<file path="config.mk">
export PLATFORM = sky130hd
export DESIGN_NAME = exibidor_sequencia
export DESIGN_NICKNAME = d
export VERILOG_FILES = /design/src/rtl/exibidor_sequencia_pkg.sv /design/src/rtl/contador_m.sv /design/src/rtl/exibidor_sequencia.sv
export SDC_FILE = /design/constraint.sdc
export NUM_CORES = 1
export LEC_CHECK = 0
export CAP_MARGIN = 20
export CORE_UTILIZATION = 51
export DETAILED_ROUTE_END_ITERATION = 7
export PLACE_DENSITY = 0.83
export SYNTH_ARGS = -nofsm -noshare
export SYNTH_HDL_FRONTEND = slang
export SYNTH_SLANG_ARGS = --single-unit
</file>
<file path="constraint.sdc">
create_clock -name clock -period 2 [get_ports clock]
set_input_delay 0.6 -clock clock [delete_from_list [all_inputs] [get_ports clock]]
set_output_delay 0.6 -clock clock [all_outputs]
set_load 0.01 [all_outputs]
</file>
<file path="src/rtl/exibidor_sequencia_pkg.sv">
// exibidor_sequencia shared constants
// state codes and default timing
package exibidor_sequencia_pkg;

  localparam int T_LIGADO_PAD   = 500;
  localparam int T_APAGADO_PAD  = 250;
  localparam int LARG_TEMPO_PAD = 10;
  localparam int LARG_END       = 4;

  typedef enum logic [3:0] {
    INICIAL  = 4'h0,
    ESPERA   = 4'h1,
    REGISTRA = 4'h2,
    ACENDE   = 4'h3,
    APAGA    = 4'h4,
    PROXIMO  = 4'h5,
    FIM      = 4'hF
  } estado_t;

endpackage

</file>
<file path="src/rtl/contador_m.sv">
// contador_m: interval counter
// sync clear, enable, terminal compare
module contador_m #(
  parameter int N = 10
) (
  input  logic         clock,
  input  logic         reset,
  input  logic         zera,
  input  logic         conta,
  input  logic [N-1:0] limite,
  output logic         fim
);

  logic [N-1:0] q;

  // count up while enabled; clear wins
  always_ff @(posedge clock) begin
    if (!reset)
      q <= '0;
    else if (zera)
      q <= '0;
    else if (conta)
      q <= q + 1'b1;
  end

  assign fim = (q == limite);

endmodule

</file>
<file path="src/rtl/exibidor_sequencia.sv">
// exibidor_sequencia: plays the stored
// sequence on the leds for one round
module exibidor_sequencia
  import exibidor_sequencia_pkg::*;
#(
  parameter int T_LIGADO   = T_LIGADO_PAD,
  parameter int T_APAGADO  = T_APAGADO_PAD,
  parameter int LARG_TEMPO = LARG_TEMPO_PAD
) (
  input  logic                clock,
  input  logic                reset,
  input  logic                iniciar,
  input  logic [LARG_END-1:0] rodada,
  input  logic [3:0]          dado_memoria,
  output logic [LARG_END-1:0] endereco,
  output logic [3:0]          leds,
  output logic                exibindo,
  output logic                pronto,
  output logic [3:0]          db_estado
);

  estado_t estado, prox;

  logic [LARG_END-1:0]   rodada_reg;
  logic [LARG_TEMPO-1:0] limite;
  logic zera, conta, fimT;
  logic carrega, zera_end, inc_end;
  logic grava_leds, apaga_leds;

  // the same counter times both phases
  assign limite = (estado == ACENDE)
                ? LARG_TEMPO'(T_LIGADO - 1)
                : LARG_TEMPO'(T_APAGADO - 1);

  contador_m #(.N(LARG_TEMPO)) u_tempo (
    .clock  (clock),
    .reset  (reset),
    .zera   (zera),
    .conta  (conta),
    .limite (limite),
    .fim    (fimT)
  );

  // state register
  always_ff @(posedge clock) begin
    if (!reset)
      estado <= INICIAL;
    else
      estado <= prox;
  end

  // next state and datapath strobes
  always_comb begin
    prox       = estado;
    zera       = 1'b0;
    conta      = 1'b0;
    carrega    = 1'b0;
    zera_end   = 1'b0;
    inc_end    = 1'b0;
    grava_leds = 1'b0;
    apaga_leds = 1'b0;
    unique case (estado)
      INICIAL:
        if (iniciar) begin
          carrega  = 1'b1;
          zera_end = 1'b1;
          prox     = ESPERA;
        end
      ESPERA:
        prox = REGISTRA;
      REGISTRA: begin
        grava_leds = 1'b1;
        zera       = 1'b1;
        prox       = ACENDE;
      end
      ACENDE:
        if (fimT) begin
          apaga_leds = 1'b1;
          zera       = 1'b1;
          prox       = APAGA;
        end else begin
          conta = 1'b1;
        end
      APAGA:
        if (fimT) begin
          zera = 1'b1;
          prox = (endereco == rodada_reg)
               ? FIM : PROXIMO;
        end else begin
          conta = 1'b1;
        end
      PROXIMO: begin
        inc_end = 1'b1;
        prox    = ESPERA;
      end
      FIM:
        prox = INICIAL;
      default:
        prox = INICIAL;
    endcase
  end

  // address, round latch and led registers
  always_ff @(posedge clock) begin
    if (!reset) begin
      endereco   <= '0;
      leds       <= '0;
      rodada_reg <= '0;
    end else begin
      if (carrega)
        rodada_reg <= rodada;
      if (zera_end)
        endereco <= '0;
      else if (inc_end)
        endereco <= endereco + 1'b1;
      if (grava_leds)
        leds <= dado_memoria;
      else if (apaga_leds)
        leds <= '0;
    end
  end

  assign exibindo  = (estado != INICIAL) &&
                     (estado != FIM);
  assign pronto    = (estado == FIM);
  assign db_estado = estado;

endmodule

</file>
# ---- Yosys cells after proc, flatten, opt, wreduce, memory -nomap -nowiden
# Cells that the tools add are included.
dict set report op_classes {
  n_addsub 2
  multipliers 0
  n_div 0
  n_lt_le_gt_ge 0
  n_eq_ne 12
  n_shift 0
  n_mux 17
  n_bitwise 1
  reduce_logical 8
}
# operator count
set op_table {}
lappend op_table {{2-to-1 mux 4 bit} 6}
lappend op_table {{one-hot mux 4 bit (6 select lines)} 1}
lappend op_table {{adder 10 x 1 -> 10 bit (second input constant)} 1}
lappend op_table {{equality test 10 x 9 -> 1 bit} 1}
lappend op_table {{2-to-1 mux 9 bit} 1}
lappend op_table {{equality test 4 x 2 -> 1 bit (second input constant)} 2}
lappend op_table {{equality test 4 x 3 -> 1 bit (second input constant)} 2}
lappend op_table {{2-to-1 mux 1 bit} 8}
lappend op_table {{inequality test 2 bit (second input constant)} 3}
lappend op_table {{OR reduction 2 bit} 3}
lappend op_table {{adder 4 x 1 -> 4 bit (second input constant)} 1}
lappend op_table {{equality test 4 x 1 -> 1 bit (second input constant)} 1}
lappend op_table {{equality test 4 bit} 1}
lappend op_table {{equality test 4 bit (second input constant)} 1}
lappend op_table {{zero test 4 bit} 1}
lappend op_table {{inequality test 4 bit (second input constant)} 1}
lappend op_table {{nonzero test 4 bit} 1}
lappend op_table {{AND reduction 3 bit} 1}
lappend op_table {{one-hot mux 1 bit (2 select lines)} 1}
lappend op_table {{nonzero test 2 bit} 1}
lappend op_table {{logical AND 1 bit} 1}
lappend op_table {{inverter 1 bit} 1}
dict set report totals {
  regBits 26
  latch_bits 0
  ram_bits 0
  rom_bits 0
  in_bits 11
  out_inout_bits 14
  wordCells 45
  n_memories 0
}

# ---- Depth between registers and ports, before layout
# Gate-level depths: netlist of run 1.
dict set report depth {
  depth_word 7
  mapped_depth 6
  ltp_nobuf 5
}

# ---- By module
# From an unflattened synthesis of run 1, not the netlist that was laid out.
dict set report unflattened {
  cells_unflattened 167
  area_unflattened_um2 1425.1
}
# module n_inst cells_each area_each_um2 seq_area_each_um2
set modules_own_cells {}
lappend modules_own_cells {exibidor_sequencia 1 103 874.6 320.3}
lappend modules_own_cells {contador_m 1 64 550.5 200.2}

# ---- Least setup slack after synthesis of run 1
# No wires, ideal clock.
dict set report synth_timing {
  path_type {register to register}
  startpoint {reg estado[0] (netlist: db_estado[0])}
  endpoint {reg u_tempo.q[2]}
  t_arrival_ns 1.628
  setup_slack_ns 0.302
  stages_incl_launch_ff 7
  n_path_buf 1
  synth_period_minus_slack_ns 1.698
  cell_sequence {dfxtp_1 clkbuf_4 and4bb_1 mux2i_1 nand4b_4 or3b_1 a21oi_1}
}
dict set report synth_via {
  elab_chain_cells 6
}
# item line
set synth_rtl {}
lappend synth_rtl {{start, declared} exibidor_sequencia.sv:22} ;# estado_t estado, prox;
lappend synth_rtl {{start signal, assigned} exibidor_sequencia.sv:49} ;# estado <= prox;
lappend synth_rtl {{equality test 4 x 2 -> 1 bit} {exibidor_sequencia.sv:31, exibidor_sequencia.sv:62}}
lappend synth_rtl {{2-to-1 mux 9 bit} exibidor_sequencia.sv:32} ;# ? LARG_TEMPO'(T_LIGADO - 1)
lappend synth_rtl {{equality test 10 x 9 -> 1 bit} contador_m.sv:26} ;# assign fim = (q == limite);
lappend synth_rtl {{2-to-1 mux 1 bit} {exibidor_sequencia.sv:77, exibidor_sequencia.sv:85}}
lappend synth_rtl {{one-hot mux 1 bit (2 select lines)} exibidor_sequencia.sv:62} ;# unique case (estado)
lappend synth_rtl {{OR reduction 2 bit (no line)} --}
lappend synth_rtl {{end signal, assigned} contador_m.sv:23} ;# q <= q + 1'b1;
lappend synth_rtl {{end, declared} contador_m.sv:14} ;# logic [N-1:0] q;
# Several ways; a longest one is shown, not always the timed one.
# A chain may end at the register's enable or synchronous reset.

# ---- Worst setup path after layout of run 1
dict set report layout_timing {
  startpoint {reg endereco[2]}
  endpoint {out endereco[2]}
}
# item line
set layout_lines {}
lappend layout_lines {{start, declared} exibidor_sequencia.sv:15} ;# output logic [LARG_END-1:0] endereco,
lappend layout_lines {{start signal, assigned} exibidor_sequencia.sv:115} ;# endereco <= endereco + 1'b1;
# No word-level cell between the ends.

==> results of run 1 <==
## logic make-up (layout without fill, tap and decap cells)
| logic type | Yosys count | count (layout) | share of synthesized area |
|---|---|---|---|
| mux | 7 | 7 | 0.0505 |
| xor+xnor | 11 | 11 | 0.0695 |
| simple gates | 73 | 73 | 0.297 |
| buf+inv | 10 | 37 | 0.0451 |
| fa+ha+maj | 2 | 2 | 0.0180 |
| flops | 26 | 26 | 0.375 |
| compound gates | 27 | 27 | 0.144 |
## area by class of cell
class | instances | area (µm²) | share of cell area
Tap cell | 30 | 37.5 | 0.0217
Clock buffer | 3 | 22.5 | 0.0130
Clock inverter | 1 | 30.0 | 0.0174
Sequential cell | 26 | 536 | 0.310
Timing Repair Buffer | 32 | 295 | 0.171
Multi-Input combinational cell | 120 | 803 | 0.465
Inverter | 1 | 3.75 | 0.00217
## metrics by stage
| step | hold WS [ns] | area [µm²] | worst slack (ns) | utilization | instances |
|---|---|---|---|---|---|
| after CTS | 0.488 | 1730 | 0.00446 | 0.686 | 213 |
| after global placement | 0.460 | 1670 | -0.0863 | 0.660 | 209 |
| after detailed placement | 0.468 | 1670 | -0.176 | 0.660 | 209 |
| after floorplan | 0.445 | 1390 | 0.302 | - | 156 |
| after global routing | 0.497 | 1730 | 0.00688 | 0.685 | 213 |
| final | 0.483 | 1730 | 0.0636 | 0.685 | 213 |
## synth_stat cells, types with 2 or more instances
cell	instances
nor2_1	16
nand4_1	4
nand2_1	21
xor2_1	5
buf_6	2
xnor2_1	6
or3b_1	2
a31oi_1	2
nand3b_1	2
nor2b_1	6
clkbuf_1	3
a211oi_1	2
nor3b_1	2
and4_1	2
or4_1	2
o21ai_1	3
o22ai_1	5
ha_1	2
mux2i_1	7
buf_2	2
nand3_1	5
a21oi_1	7
dfxtp_1	26
## power groups by stage
stage | registers [mW] | clock network [mW] | logic, mW
2_1_floorplan | 0.582 | 0 | 0.163
3_3_place_gp | 0.586 | 0 | 0.263
3_5_place_dp | 0.587 | 0 | 0.273
4_1_cts | 0.579 | 0.377 | 0.266
5_1_grt | 0.584 | 0.398 | 0.288
6_report | 0.578 | 0.372 | 0.264
## timing repair
| action | CTS | global route |
|---|---|---|
| resized for setup | 12 | 4 |
| endpoints found under the setup margin | 6 | 3 |
| hold buffers | 0 | 0 |
## routing by layer
metal | up-vias | wire length (µm) | track usage
met5 | - | 0 | 0
met4 | 0 | 61 | 0.0769
met3 | 10 | 166 | 0.0791
met2 | 41 | 1520 | 0.435
met1 | 585 | 1350 | 0.280
li1 | 610 | - | -
## cell usage in the layout (no fill, tap or decap), types with 2 or more instances in the layout
cell type        synthesis  routed
a211oi_1                 2       2
a21oi_1                  7       7
a31oi_1                  2       2
and4_1                   2       2
buf_4                    1       7
clkbuf_4                 1       3
clkdlybuf4s50_1          0      20
dfxtp_1                 26      20
dfxtp_2                  0       3
dfxtp_4                  0       3
dlygate4sd2_1            0       3
ha_1                     2       2
mux2i_1                  7       7
nand2_1                 21      21
nand3_1                  5       5
nand3b_1                 2       2
nand4_1                  4       4
nor2_1                  16      16
nor2b_1                  6       6
nor3b_1                  2       2
o21ai_1                  3       3
o22ai_1                  5       5
or3b_1                   2       2
or4_1                    2       2
xnor2_1                  6       6
xor2_1                   5       5
## worst max path at each step
stage / from / endpoint / depth (start not counted)
after CTS: endereco[0] / endereco[0] / 1
after floorplan: db_estado[0] / u_tempo.q[2] / 6
after detailed placement: iniciar / db_estado[1] / 6
after global placement: iniciar / db_estado[0] / 6
after global routing: endereco[2] / endereco[2] / 1
final: endereco[2] / endereco[2] / 1
==> flow_metrics.py, run 1 <==
metrics = {
    "synthesis": {
        "yosys_register_bits": 26,
        "syn_inst": 156,
        "synth_top_area_share": 0.375,
        "yosys-top-cells-area": "dfxtp_1, nand2_1, mux2i_1, nor2_1, xnor2_1",
        "synth-seq-area-share": 0.375,
        "syn-num-nets": 169,
        "syn_avg_cell_area_um2": 8.89,
        "synth_edf_count": 0,
        "yosys_most_used_dff": "dfxtp_1",
        "synthArstFlopShare": 0,
        "synth_area_leader_cell": "dfxtp_1",
        "synth_area_um2": 1390,
        "yosysUniqueCellTypes": 45,
        "ys_warn_count": 0,
    },
    "cts": {
        "cts_buffers": 3,
        "cts_sinks": 26,
        "cts_buffer_depth": 2,
        "clock_latency_ns": 0.33,
        "cts.htree.levels": 1,
        "cts_setup_buffers": 0,
        "clk_pin_slew_worst_paths_ns": 0.15,
        "cts_tree": "done",
        "clockRootBuffer": "clkbuf_4",
    },
    "sta": {
        "hold_viol": 0,
        "clock_skew_ns": 0.00834,
        "slew_viol_final": 0,
        "period_share": 0.968,
        "rsz0062_at_grt": "no",
        "fmax_ghz": 0.516,
        "setup_viol": 0,
        "fin_crit_ns": 1.94,
        "worst_slew_pin_slew_ns": 0.325,
        "tns_ns": 0,
        "maxSlewHeadroom": 0.781,
    },
    "die": {
        "initial_core_util": 0.550,
        "io_pins": 25,
        "die_area_um2": 2930,
        "die_h_um": 54.1,
        "core_um2": 2520,
        "rows": 18,
        "die_x_um": 54.1,
    },
    "worst_setup_path": {
        "cp_top_family": "buffers and inverters",
        "cp-start-kind": "flop",
        "crit_type": "reg -> out",
        "timing.rr.end": "u_tempo.q[7]",
        "reg2reg_from": "db_estado[0]",
        "reg2reg_depth": 5,
        "reg2reg_slack_ns": 0.10,
        "critical_path_buf_inv_count": 1,
        "critPathMaxFanout": 4,
        "cp_slowest_stage_delay_ns": 0.57,
        "cp_cell_sequence": "clkdlybuf4s50_1",
        "critical_path.endpoint_type": "primary output",
        "worst_ep_required_time_ns": 1.40,
        "slowest_stage": "clkdlybuf4s50_1",
        "arrival_ns": 1.34,
    },
    "placed_design": {
        "io_buffers": 24,
        "gp_congestion": 0.879,
        "dp_hpwl_um": 2360,
    },
    "grt": {
        "grt_max_degree": 19,
        "grt_pass1_vias": 1205,
        "antenna_found_initial": 0,
        "grt_util_all_layers": 0.248,
        "grt_pass1_wl_um": 5220,
        "grt.overflow.total": 0,
    },
    "power_and_ir_drop": {
        "total_power_mw": 1.21,
        "max-vdd-ir-drop_v": 0.000688,
        "internal_power_uw": 884,
        "p_sw_uw": 330,
        "sequentialPowerShare": 0.476,
        "switching_share": 0.271,
        "pwr-share-comb": 0.217,
        "powerDensity_nw_per_um2": 703,
        "p_leak_nw": 0.640,
        "power.share.clock": 0.306,
    },
    "drt": {
        "drcViolationCount": 0,
        "num_vias": 1246,
        "routed_wl_um": 3100,
        "vias_per_cell": 5.85,
        "routedWlPerCell_um": 14.5,
        "postRouteAntennaNets": 0,
        "drt_iter0_drc": 17,
        "firstDrtPassIters": 5,
    },
    "cells_and_area": {
        "fillers": 203,
        "fin_nets": 197,
        "largest_reg_flops": 10,
        "drive_above_1_share": 0.148,
        "diodes": 0,
        "largest_register": "u_tempo.q",
        "syn_to_final_growth_pct": 24.6,
    },
    "min_path": {
        "worst_hold_path.endpoint": "leds[1]",
        "min-delay-start": "leds[1]",
        "min_path_type": "reg -> reg",
        "worstHoldPathCells": 2,
    },
    "status": {
        "status": "completed",
    },
    "flow_run": {
        "cap_violations": 0,
    },
}
Note: power is estimated with default switching activity, not from simulation.
==> run 2, diff against run 1 <==
--- a/config.mk
+++ b/config.mk
@@ -12,3 +12,4 @@
 export SYNTH_ARGS = -nofsm -noshare
 export SYNTH_HDL_FRONTEND = slang
 export SYNTH_SLANG_ARGS = --single-unit
+export TNS_END_PERCENT = 100
==> results of run 2 <==
The final DEF is identical to that of run 1; final timing and power are the same.
==> run 3, diff against run 2 <==
--- a/config.mk
+++ b/config.mk
@@ -8,7 +8,7 @@
 export CAP_MARGIN = 20
 export CORE_UTILIZATION = 51
 export DETAILED_ROUTE_END_ITERATION = 7
-export PLACE_DENSITY = 0.83
+export PLACE_DENSITY = 0.78
 export SYNTH_ARGS = -nofsm -noshare
 export SYNTH_HDL_FRONTEND = slang
 export SYNTH_SLANG_ARGS = --single-unit
==> run 3 against run 2 <==
Sequential power is essentially flat. Combinational power up 11%. Non-clock buffer count grew 3. Critical path depth rose by 2. Fmax fell by 0.40%. Sequential share of layout area is 0.57 points lower. Clock skew down 0.0070 ns. Sequential cell count unchanged. Register-to-register slack improved by 0.08 ns. Worst setup slack worse by 0.0079 ns. First-iteration DRC count increased by 29%. Routed wire length up 2.1%. Critical path type unchanged.
==> flow_metrics.py, run 3 (synthesis results as in run 1) <==
metrics = {
    "status": {
        "status": "completed",
    },
    "cts": {
        "cts_sinks": 26,
        "cts_buffers": 3,
        "clock_latency_ns": 0.32,
        "clk_pin_slew_worst_paths_ns": 0.14,
        "cts_tree": "done",
        "cts_buffer_depth": 2,
        "clockRootBuffer": "clkbuf_4",
        "cts.htree.levels": 1,
    },
    "drt": {
        "drt_iter0_drc": 22,
        "postRouteAntennaNets": 0,
        "drcViolationCount": 0,
        "vias_per_cell": 5.67,
        "num_vias": 1225,
        "firstDrtPassIters": 4,
        "routedWlPerCell_um": 14.6,
        "routed_wl_um": 3160,
    },
    "grt": {
        "grt_util_all_layers": 0.251,
        "antenna_found_initial": 0,
        "grt.overflow.total": 0,
        "grt_max_degree": 19,
        "grt_pass1_vias": 1161,
        "grt_pass1_wl_um": 5340,
    },
    "power_and_ir_drop": {
        "internal_power_uw": 812,
        "switching_share": 0.285,
        "max-vdd-ir-drop_v": 0.000519,
        "p_sw_uw": 324,
        "pwr-share-comb": 0.257,
        "power.share.clock": 0.235,
        "p_leak_nw": 0.693,
        "sequentialPowerShare": 0.508,
        "powerDensity_nw_per_um2": 650,
    },
    "worst_setup_path": {
        "critPathMaxFanout": 7,
        "cp-start-kind": "flop",
        "worst_ep_required_time_ns": 1.40,
        "slowest_stage": "dfxtp_4",
        "cp_slowest_stage_delay_ns": 0.40,
        "critical_path.endpoint_type": "primary output",
        "crit_type": "reg -> out",
        "cp_cell_sequence": "and4_1 -> a21oi_1 -> clkdlybuf4s15_1",
        "arrival_ns": 1.34,
    },
    "sta": {
        "hold_viol": 0,
        "fmax_ghz": 0.514,
        "rsz0062_at_grt": "no",
        "fin_crit_ns": 1.94,
        "period_share": 0.972,
        "setup_viol": 0,
        "maxSlewHeadroom": 0.760,
        "slew_viol_final": 0,
        "whs_ns": 0.477,
        "clock_skew_ns": 0.00130,
        "worst_slew_pin_slew_ns": 0.360,
    },
    "min_path": {
        "min_path_type": "reg -> reg",
    },
    "placed_design": {
        "place_area_um2": 1670,
        "io_buffers": 24,
        "dp_hpwl_um": 2330,
        "gp_congestion": 0.832,
    },
    "die": {
        "die_x_um": 54.1,
        "die_area_um2": 2930,
        "io_pins": 25,
        "core_um2": 2520,
        "initial_core_util": 0.550,
        "die_h_um": 54.1,
        "rows": 18,
    },
    "cells_and_area": {
        "fin_nets": 200,
        "final_area_um2": 1750,
        "drive_above_1_share": 0.156,
        "final_cell_mix": "nand2_1, dfxtp_1, clkdlybuf4s50_1, nor2_1, buf_4",
        "diodes": 0,
        "largest_reg_flops": 10,
        "largest_register": "u_tempo.q",
        "syn_to_final_growth_pct": 26.1,
    },
    "flow_run": {
        "cap_violations": 0,
    },
}
[run 3: changes by cell type in the layout (fill, tap and decap cells not counted), sizes merged]
cell	before	now
dlymetal6s2s	0	3
bufinv	1	0
clkdlybuf4s50	20	19
clkdlybuf4s15	0	1
dlygate4sd2	3	1
buf	8	11
[run 3: critical path: cells and delay by family, from the launching register on]
family / cells / cell delay, ns
flip-flops: 1 / 0.40
buffers and inverters: 1 / 0.26
AND/OR/NAND/NOR: 1 / 0.21
AO/OA/AOI/OAI: 1 / 0.16
[run 3: metrics by stage]
stage	setup slack [ns]	total power [mW]	util	TNS [ns]	std cells
finish	0.0558	1.14	0.693	0	216
global route	0.00544	1.19	0.693	0	216
CTS	0.00540	1.14	0.688	0	216
detailed placement	-0.147	0.858	0.660	-0.388	209
global placement	-0.0801	0.846	0.660	-0.194	209
floorplan	0.302	0.745	-	0	156
[run 3: per-layer routing]
| layer | vias up | track usage | wire (µm) |
|---|---|---|---|
| li1 | 616 | - | - |
| met1 | 572 | 0.326 | 1470 |
| met2 | 33 | 0.419 | 1560 |
| met3 | 4 | 0.0395 | 103 |
| met4 | 0 | 0.0855 | 30 |
| met5 | - | 0 | 0 |
[run 3: what timing repair did]
item / 4_1_cts / 5_1_grt
hold buffers: 0 / 0
endpoints found under the setup margin: 5 / 6
setup buffers: 3 / 0
gates resized for setup: 9 / 6
[run 3: final timing paths]
kind,from,to,slack [ns],cells after the start
max,db_estado[0],exibindo,0.06,3
min,leds[1],leds[1],0.48,2
max reg2reg,db_estado[2],u_tempo.q[2],0.18,6
min reg2reg,leds[1],leds[1],0.48,2
[run 3: layout make-up]
type                    instances  area [µm²]
clock buffers                   4        36.3
fillers                       198         774
inverters                       1        3.75
multi-input cells             120         806
flip-flops and latches         26         532
well taps                      30        37.5
repair buffers                 35         333
[run 3: power by group through the flow]
stage | Clock, mW | Sequential (mW) | Combinational, mW
floorplan | 0 | 0.582 | 0.163
global placement | 0 | 0.586 | 0.260
detailed placement | 0 | 0.588 | 0.271
CTS | 0.277 | 0.576 | 0.289
global route | 0.294 | 0.581 | 0.316
finish | 0.267 | 0.578 | 0.292
